[config.mk]
export PLATFORM = sky130hd
export DESIGN_NAME = uart_rx_param
export DESIGN_NICKNAME = d
export VERILOG_FILES = /design/src/rtl/uart_rx_param.sv
export SDC_FILE = /design/constraint.sdc
export NUM_CORES = 1
export LEC_CHECK = 0
export CORE_MARGIN = 4
export CORE_UTILIZATION = 39
export CTS_BUF_LIST = sky130_fd_sc_hd__clkbuf_8
export DETAILED_ROUTE_END_ITERATION = 10
export MAX_ROUTING_LAYER = met4
export PLACE_DENSITY = 0.55
export SLEW_MARGIN = 20
export SYNTH_ARGS = -nofsm -noshare
export SYNTH_HDL_FRONTEND = slang
export SYNTH_SLANG_ARGS = --single-unit
[constraint.sdc]
create_clock -name clk -period 2.9 [get_ports clk]
set_input_delay 0.435 -clock clk [delete_from_list [all_inputs] [get_ports clk]]
set_output_delay 0.435 -clock clk [all_outputs]
set_load 0.01 [all_outputs]
[src/rtl/uart_rx_param.sv]
// Parametrised UART receiver: double-flop input synchroniser, mid-bit sampling,
// LSB-first data with optional parity and one or two stop bits, valid/ready output.
module uart_rx_param #(
  parameter int CLK_PER_BIT = 10417,
  parameter int DATA_BITS   = 8,
  parameter int PARITY      = 0,
  parameter int STOP_BITS   = 1
) (
  input  logic                 clk,
  input  logic                 rst_ni,
  input  logic                 rx_i,
  output logic [DATA_BITS-1:0] data_o,
  output logic                 valid_o,
  input  logic                 ready_i,
  output logic                 parity_err_o,
  output logic                 frame_err_o,
  output logic                 overrun_o,
  input  logic                 clr_err_i,
  output logic                 busy_o
);

  localparam int CNT_W = $clog2(CLK_PER_BIT);
  localparam int IDX_W = $clog2(DATA_BITS);

  localparam logic [CNT_W-1:0] CNT_HALF  = CNT_W'((CLK_PER_BIT - 32'd1) / 32'd2);
  localparam logic [CNT_W-1:0] CNT_LAST  = CNT_W'(CLK_PER_BIT - 32'd1);
  localparam logic [IDX_W-1:0] IDX_LAST  = IDX_W'(DATA_BITS - 32'd1);
  localparam logic [IDX_W-1:0] STOP_LAST = IDX_W'(STOP_BITS - 32'd1);
  localparam bit               PAR_EN    = (PARITY != 32'd0);

  typedef enum logic [2:0] {
    S_WAIT_IDLE = 3'd0,
    S_IDLE      = 3'd1,
    S_START     = 3'd2,
    S_DATA      = 3'd3,
    S_PARITY    = 3'd4,
    S_STOP      = 3'd5,
    S_DONE      = 3'd6
  } state_e;

  // Mismatch between data word plus received parity bit and the selected mode.
  function automatic logic parity_err_f(input logic [DATA_BITS-1:0] d, input logic p);
    logic odd_ones;
    odd_ones = (^d) ^ p;
    if (PARITY == 32'd1) begin
      return odd_ones;
    end else if (PARITY == 32'd2) begin
      return ~odd_ones;
    end else begin
      return 1'b0;
    end
  endfunction

  logic                 rx_meta_q;
  logic                 rx_sync_q;
  state_e               state_q;
  logic [CNT_W-1:0]     cnt_q;
  logic [IDX_W-1:0]     idx_q;
  logic [DATA_BITS-1:0] shift_q;
  logic                 perr_q;
  logic                 ferr_q;
  logic [DATA_BITS-1:0] data_q;
  logic                 valid_q;
  logic                 perr_out_q;
  logic                 ferr_out_q;
  logic                 overrun_q;

  // Two-flop synchroniser for the asynchronous serial line.
  always_ff @(posedge clk or negedge rst_ni) begin
    if (!rst_ni) begin
      rx_meta_q <= 1'b1;
      rx_sync_q <= 1'b1;
    end else begin
      rx_meta_q <= rx_i;
      rx_sync_q <= rx_meta_q;
    end
  end

  // Frame FSM: the bit counter restarts at every sample point, so it never wraps.
  always_ff @(posedge clk or negedge rst_ni) begin
    if (!rst_ni) begin
      state_q <= S_WAIT_IDLE;
      cnt_q   <= '0;
      idx_q   <= '0;
      shift_q <= '0;
      perr_q  <= 1'b0;
      ferr_q  <= 1'b0;
    end else begin
      case (state_q)
        S_WAIT_IDLE: begin
          if (rx_sync_q) begin
            state_q <= S_IDLE;
          end
        end
        S_IDLE: begin
          cnt_q  <= '0;
          idx_q  <= '0;
          perr_q <= 1'b0;
          ferr_q <= 1'b0;
          if (!rx_sync_q) begin
            state_q <= S_START;
          end
        end
        S_START: begin
          if (cnt_q == CNT_HALF) begin
            cnt_q   <= '0;
            state_q <= rx_sync_q ? S_IDLE : S_DATA;
          end else begin
            cnt_q <= cnt_q + CNT_W'(1);
          end
        end
        S_DATA: begin
          if (cnt_q == CNT_LAST) begin
            cnt_q          <= '0;
            shift_q[idx_q] <= rx_sync_q;
            if (idx_q == IDX_LAST) begin
              idx_q   <= '0;
              state_q <= PAR_EN ? S_PARITY : S_STOP;
            end else begin
              idx_q <= idx_q + IDX_W'(1);
            end
          end else begin
            cnt_q <= cnt_q + CNT_W'(1);
          end
        end
        S_PARITY: begin
          if (cnt_q == CNT_LAST) begin
            cnt_q   <= '0;
            perr_q  <= parity_err_f(shift_q, rx_sync_q);
            state_q <= S_STOP;
          end else begin
            cnt_q <= cnt_q + CNT_W'(1);
          end
        end
        S_STOP: begin
          if (cnt_q == CNT_LAST) begin
            cnt_q <= '0;
            if (!rx_sync_q) begin
              ferr_q <= 1'b1;
            end
            // idx is reused as the stop-bit index here
            if (idx_q == STOP_LAST) begin
              idx_q   <= '0;
              state_q <= S_DONE;
            end else begin
              idx_q <= idx_q + IDX_W'(1);
            end
          end else begin
            cnt_q <= cnt_q + CNT_W'(1);
          end
        end
        S_DONE: begin
          state_q <= ferr_q ? S_WAIT_IDLE : S_IDLE;
        end
        default: begin
          state_q <= S_WAIT_IDLE;
          cnt_q   <= '0;
          idx_q   <= '0;
        end
      endcase
    end
  end

  // Output stage: holds a word until accepted; a word arriving while one is held is dropped.
  always_ff @(posedge clk or negedge rst_ni) begin
    if (!rst_ni) begin
      data_q     <= '0;
      valid_q    <= 1'b0;
      perr_out_q <= 1'b0;
      ferr_out_q <= 1'b0;
      overrun_q  <= 1'b0;
    end else begin
      if ((state_q == S_DONE) && (!valid_q || ready_i)) begin
        data_q     <= shift_q;
        perr_out_q <= perr_q;
        ferr_out_q <= ferr_q;
        valid_q    <= 1'b1;
      end else if (valid_q && ready_i) begin
        valid_q <= 1'b0;
      end
      if ((state_q == S_DONE) && valid_q && !ready_i) begin
        overrun_q <= 1'b1;
      end else if (clr_err_i) begin
        overrun_q <= 1'b0;
      end
    end
  end

  assign data_o       = data_q;
  assign valid_o      = valid_q;
  assign parity_err_o = perr_out_q;
  assign frame_err_o  = ferr_out_q;
  assign overrun_o    = overrun_q;
  assign busy_o       = (state_q != S_IDLE);

endmodule

== Word level (Yosys, flattened, before mapping) ==
Cells that the tools add are included.

* Mux-type cells: 31
* Eq/ne operators: 19
* Add/sub/neg operators: 2
* Reductions and logical operators: 22
* $lt $le $gt $ge: 2
* Bitwise logic cells: 1

{| class="wikitable"
|+ Operators with widths
! kind !! count
|-
| one-hot mux 14 bit (3 select lines) || 1
|-
| 2-to-1 mux 3 bit || 12
|-
| 2-to-1 mux 14 bit || 2
|-
| one-hot mux 3 bit (7 select lines) || 1
|-
| inequality test 2 bit (second input constant) || 9
|-
| adder 14 x 1 -> 14 bit (second input constant) || 1
|-
| equality test 14 x 13 -> 1 bit (second input constant) || 1
|-
| equality test 14 bit (second input constant) || 1
|-
| equality test 3 bit (second input constant) || 4
|-
| 2-to-1 mux 1 bit || 9
|-
| one-hot mux 3 bit (3 select lines) || 1
|-
| bitwise mux 8 bit || 1
|-
| AND reduction 8 bit || 1
|-
| nonzero test 2 bit || 4
|-
| equality test 3 x 2 -> 1 bit (second input constant) || 2
|-
| zero test 3 bit || 2
|-
| AND reduction 3 bit || 2
|-
| logical AND 1 bit || 5
|-
| less-than comparator 3 x 4 -> 1 bit (second input constant) || 1
|-
| one-hot mux 1 bit (2 select lines) || 2
|-
| AND reduction 2 bit || 2
|-
| OR reduction 4 bit || 1
|-
| adder 3 x 1 -> 3 bit (second input constant) || 1
|-
| demux 1 bit (select 3 bit) || 1
|-
| 9 further kinds || 10
|}

* Flip-flop bits (word level): 44
* Bits of input ports: 5
* Word-level logic and storage cells: 90
* Output and inout bits: 13

== Longest topological paths before layout ==
Gate-level depths: netlist (run 1).

* Depth in word-level cells: 5
* Depth in mapped cells: 8
* Gate-level depth less buffers: 7

== Worst setup path before layout (run 1) ==
No wires, ideal clock.

* Path kind: reg-to-reg
* Start point: register cnt_q[0]
* End point: register shift_q[0]
* Data required time: 2772 ps
* Path buffers: 0
* Period minus slack after synthesis: 2414 ps
* Path slack: 486 ps
* Stages on the path, launching flop included: 8
* Arrival: 2287 ps
* Setup time: 128 ps
* Cell sequence: dfrtp_1 inv_1 ha_1 or4b_4 or3_4 or4_4 nor3_2 mux2_1

* Cells in the longest elaborated chain, start to end: 2

{| class="wikitable"
|+ Ends and longest elaborated chain
! item !! RTL line !! RTL
|-
| start, declared || 57 || <nowiki>logic [CNT_W-1:0] cnt_q;</nowiki>
|-
| start signal, assigned || 109 || <nowiki>cnt_q <= cnt_q + CNT_W'(1);</nowiki>
|-
| start signal, assigned || 123 || <nowiki>cnt_q <= cnt_q + CNT_W'(1);</nowiki>
|-
| start signal, assigned || 132 || <nowiki>cnt_q <= cnt_q + CNT_W'(1);</nowiki>
|-
| equality test 14 bit || 113 || <nowiki>if (cnt_q == CNT_LAST) begin</nowiki>
|-
| AND reduction 2 bit (no line) || - ||
|-
| end signal, assigned by index || 115 || <nowiki>shift_q[idx_q] <= rx_sync_q;</nowiki>
|-
| end, declared || 59 || <nowiki>logic [DATA_BITS-1:0] shift_q;</nowiki>
|}

Every way passes these cells.
A chain may end at the register's enable or synchronous reset.

== Worst setup path in the final report (run 1) ==
Ends and elaborated chain as after synthesis.

==> flow_summary.json, run 1 <==
{
  "status": "completed",
  "n_antenna_cell": 0,
  "r2r_start": "cnt_q[0]",
  "ir_drop_mv": 0.365,
  "die_w_um": 80.9,
  "arrival_ps": 2690,
  "layout-drive-gt1-share": 0.121,
  "dp_hpwl_um": 2850,
  "gp_congestion": 0.799,
  "seqCellArea_um2": 1050,
  "cpMaxStageDelayCell": "or4b_4",
  "async_flop_share": 1.00,
  "hold_viol": 0,
  "ctsResizeCount": 0,
  "grt_max_degree": 43,
  "cts_buffer_depth": 2,
  "reg2reg_to": "shift_q[0]",
  "reg2reg_slack_ps": 390,
  "cts_buffers": 5,
  "grt_pass1_wl_um": 6880,
  "relSlewSlack": 0.412,
  "hp-class": "primary input to asynchronous set/reset pin",
  "multiInputGateArea_um2": 957,
  "wl_per_cell_um": 14.0,
  "hold_buffers": 0,
  "route.detailed.drc": 0,
  "setup_violations": 0,
  "crit_family": "simple AND/OR/NAND/NOR gates",
  "cp.required_ps": 3090,
  "drt_wl_total_um": 3850,
  "p_leak_uw": 0.00107,
  "synth_area_um2": 2070,
  "nets": 215,
  "overflow": 0,
  "synth-main-ff-cell": "dfrtp_1",
  "initialDrtViolationCount": 49,
  "path_depth": 7,
  "dr.pass1.iters": 6,
  "slowest_delay_ps": 470,
  "critPathBufInv": 1,
  "synth_cell_type_count": 46,
  "synth-edff-count": 0,
  "top_layer_used": "met4",
  "ys_ff_latch": 42,
  "final_common_cell": "dfrtp_1",
  "post-route-util": 0.467,
  "synthToLayoutAreaGrowth_pct": 15.7,
  "routed-via-count": 1410,
  "track_usage": 0.140,
  "fp.dieH_um": 80.9,
  "maxCapViolations": 0,
  "p_per_area_nw_per_um2": 634,
  "start_kind": "register",
  "postCtsSetupBuffers": 0,
  "cts_tree": "yes",
  "finalSetupTns_ps": 0,
  "worstPathCellList": "inv_1, ha_1, or4b_4, or3_4, or4_4, nor3_2, mux2_1",
  "reg2reg_depth": 7,
  "wl_met2_um": 1750,
  "syn_area_per_cell_um2": 11.2,
  "antenna_found_initial": 0,
  "coreArea_um2": 5140,
  "cp-end-kind": "register",
  "clkLatencyLatePin_ps": 290,
  "boundaryPins": 18,
  "tightest_slew_ps": 882,
  "critPathKind": "register to register",
  "portBuffers": 16,
  "dp_slack_ps": 386,
  "drt-vias-per-instance": 5.11,
  "cts_max_level": 2,
  "cts.sinks": 42,
  "die_area_um2": 6550,
  "ctsRootBufferMaster": "clkbuf_8",
  "synthCells": 186,
  "cts.clk_slew.worst_paths_ps": 90,
  "grt_pass1_vias": 1435,
  "fin_crit_sh": 0.865,
  "wl_met1_um": 1900,
  "fp-row-count": 26,
  "setup_ws_ps": 393,
  "power.total_uw": 1520,
  "crit_fanout": 4,
  "fin_skew_ps": 9.66,
  "fill_cells": 516,
  "maxSlewViolCount": 0,
  "start_util": 0.404,
  "postRouteAntennaNets": 0,
  "period_minus_slack_ps": 2510,
  "yosysWarnings": 0,
  "ys_seq_area_frac": 0.508,
  "timing.fmax_ghz": 0.399,
  "grt_setup_unrepaired": "false",
  "met3WireLength_um": 162,
  "syn-num-nets": 196,
  "final_cell_mix": "dfrtp_1, mux2_1, clkdlybuf4s50_1"
}
-- report_power, final --
part	internal [µW]	total [µW]	switching [µW]
Sequential	630	707	77.0
Combinational	165	421	256
Clock	191	395	204
Total	986	1520	537
-- synthesized netlist by cell type, types with 2 or more instances --
cell type	n	share of area
nor4_1	3	0.0090
mux2_1	18	0.098
nor4_2	2	0.012
a21oi_1	6	0.014
dfrtp_1	40	0.48
ha_1	5	0.030
nand2_1	8	0.014
and2_1	2	0.0060
xnor2_1	5	0.021
o22ai_1	2	0.0060
xor2_1	5	0.021
nor2b_1	3	0.0090
a21o_1	3	0.011
nand4_1	2	0.0060
mux2i_1	2	0.0097
nor3_1	5	0.012
o31ai_1	2	0.0072
nor2_1	11	0.020
clkbuf_1	5	0.0090
inv_1	9	0.016
o21ai_1	5	0.012
nor3_2	4	0.019
nand3_1	11	0.027
dfstp_2	2	0.025
nand2b_1	5	0.015
-- registers in the layout, indices dropped and copies added (netlist names) --
name,cells
ferr_q,1
data_o,8
overrun_o,1
idx_q,3
rx_sync_q,1
state_q,3
cnt_q,14
frame_err_o,1
rx_meta_q,1
valid_o,1
shift_q,8
-- through the flow --
stage               hold WS [ps]  std cells  area (µm²)
floorplan                    139        186        2070
global placement             348        268        2310
detailed placement           349        268        2310
CTS                          300        276        2400
global route                 326        276        2400
finish                       251        276        2400
-- worst reg2reg max path, cell delays in order, from the launching register on --
cell and delay [ps]:
dfrtp_1 430, inv_1 70, ha_1 120, or4b_4 470, or3_4 360, or4_4 470
nor3_2 150, mux2_1 330
-- metal layers --
layer | vias to the layer above | global-route usage
met5 | - | -
met3 | 4 | 0.0366
met1 | 680 | 0.184
li1 | 696 | -
met2 | 30 | 0.218
met4 | 0 | 0.0321
-- cell type report --
type	instances	area share
Sequential cell	42	0.439
Timing Repair Buffer	18	0.0709
Tap cell	70	0.0365
Clock buffer	6	0.0344
Clock inverter	2	0.00521
Multi-Input combinational cell	128	0.399
Inverter	10	0.0156
-- worst max path at each step --
stage,startpoint,endpoint
2_1_floorplan,cnt_q[0],shift_q[0]
3_3_place_gp,cnt_q[0],shift_q[2]
3_5_place_dp,cnt_q[0],shift_q[0]
4_1_cts,cnt_q[0],shift_q[0]
5_1_grt,cnt_q[0],shift_q[2]
6_report,cnt_q[0],shift_q[0]
-- logic make-up after synthesis --
| kind of cell | count (synthesis) | share of synthesized area |
|---|---|---|
| buf+inv | 16 | 0.0308 |
| mux | 20 | 0.107 |
| xor+xnor | 10 | 0.0422 |
| flops | 42 | 0.508 |
| other cells | 1 | 0.00181 |
| fa+ha+maj | 5 | 0.0302 |
| compound gates | 24 | 0.0742 |
| simple gates | 68 | 0.206 |
(Power assumes the default switching activity.)
==> run 2: changes to the inputs <==
--- a/config.mk
+++ b/config.mk
@@ -11,6 +11,7 @@
 export DETAILED_ROUTE_END_ITERATION = 10
 export MAX_ROUTING_LAYER = met4
 export PLACE_DENSITY = 0.55
+export SETUP_SLACK_MARGIN = 0.05
 export SLEW_MARGIN = 20
 export SYNTH_ARGS = -nofsm -noshare
 export SYNTH_HDL_FRONTEND = slang
==> results of run 2 <==
Same layout as run 1: the final DEF is identical, and so are final timing and power.
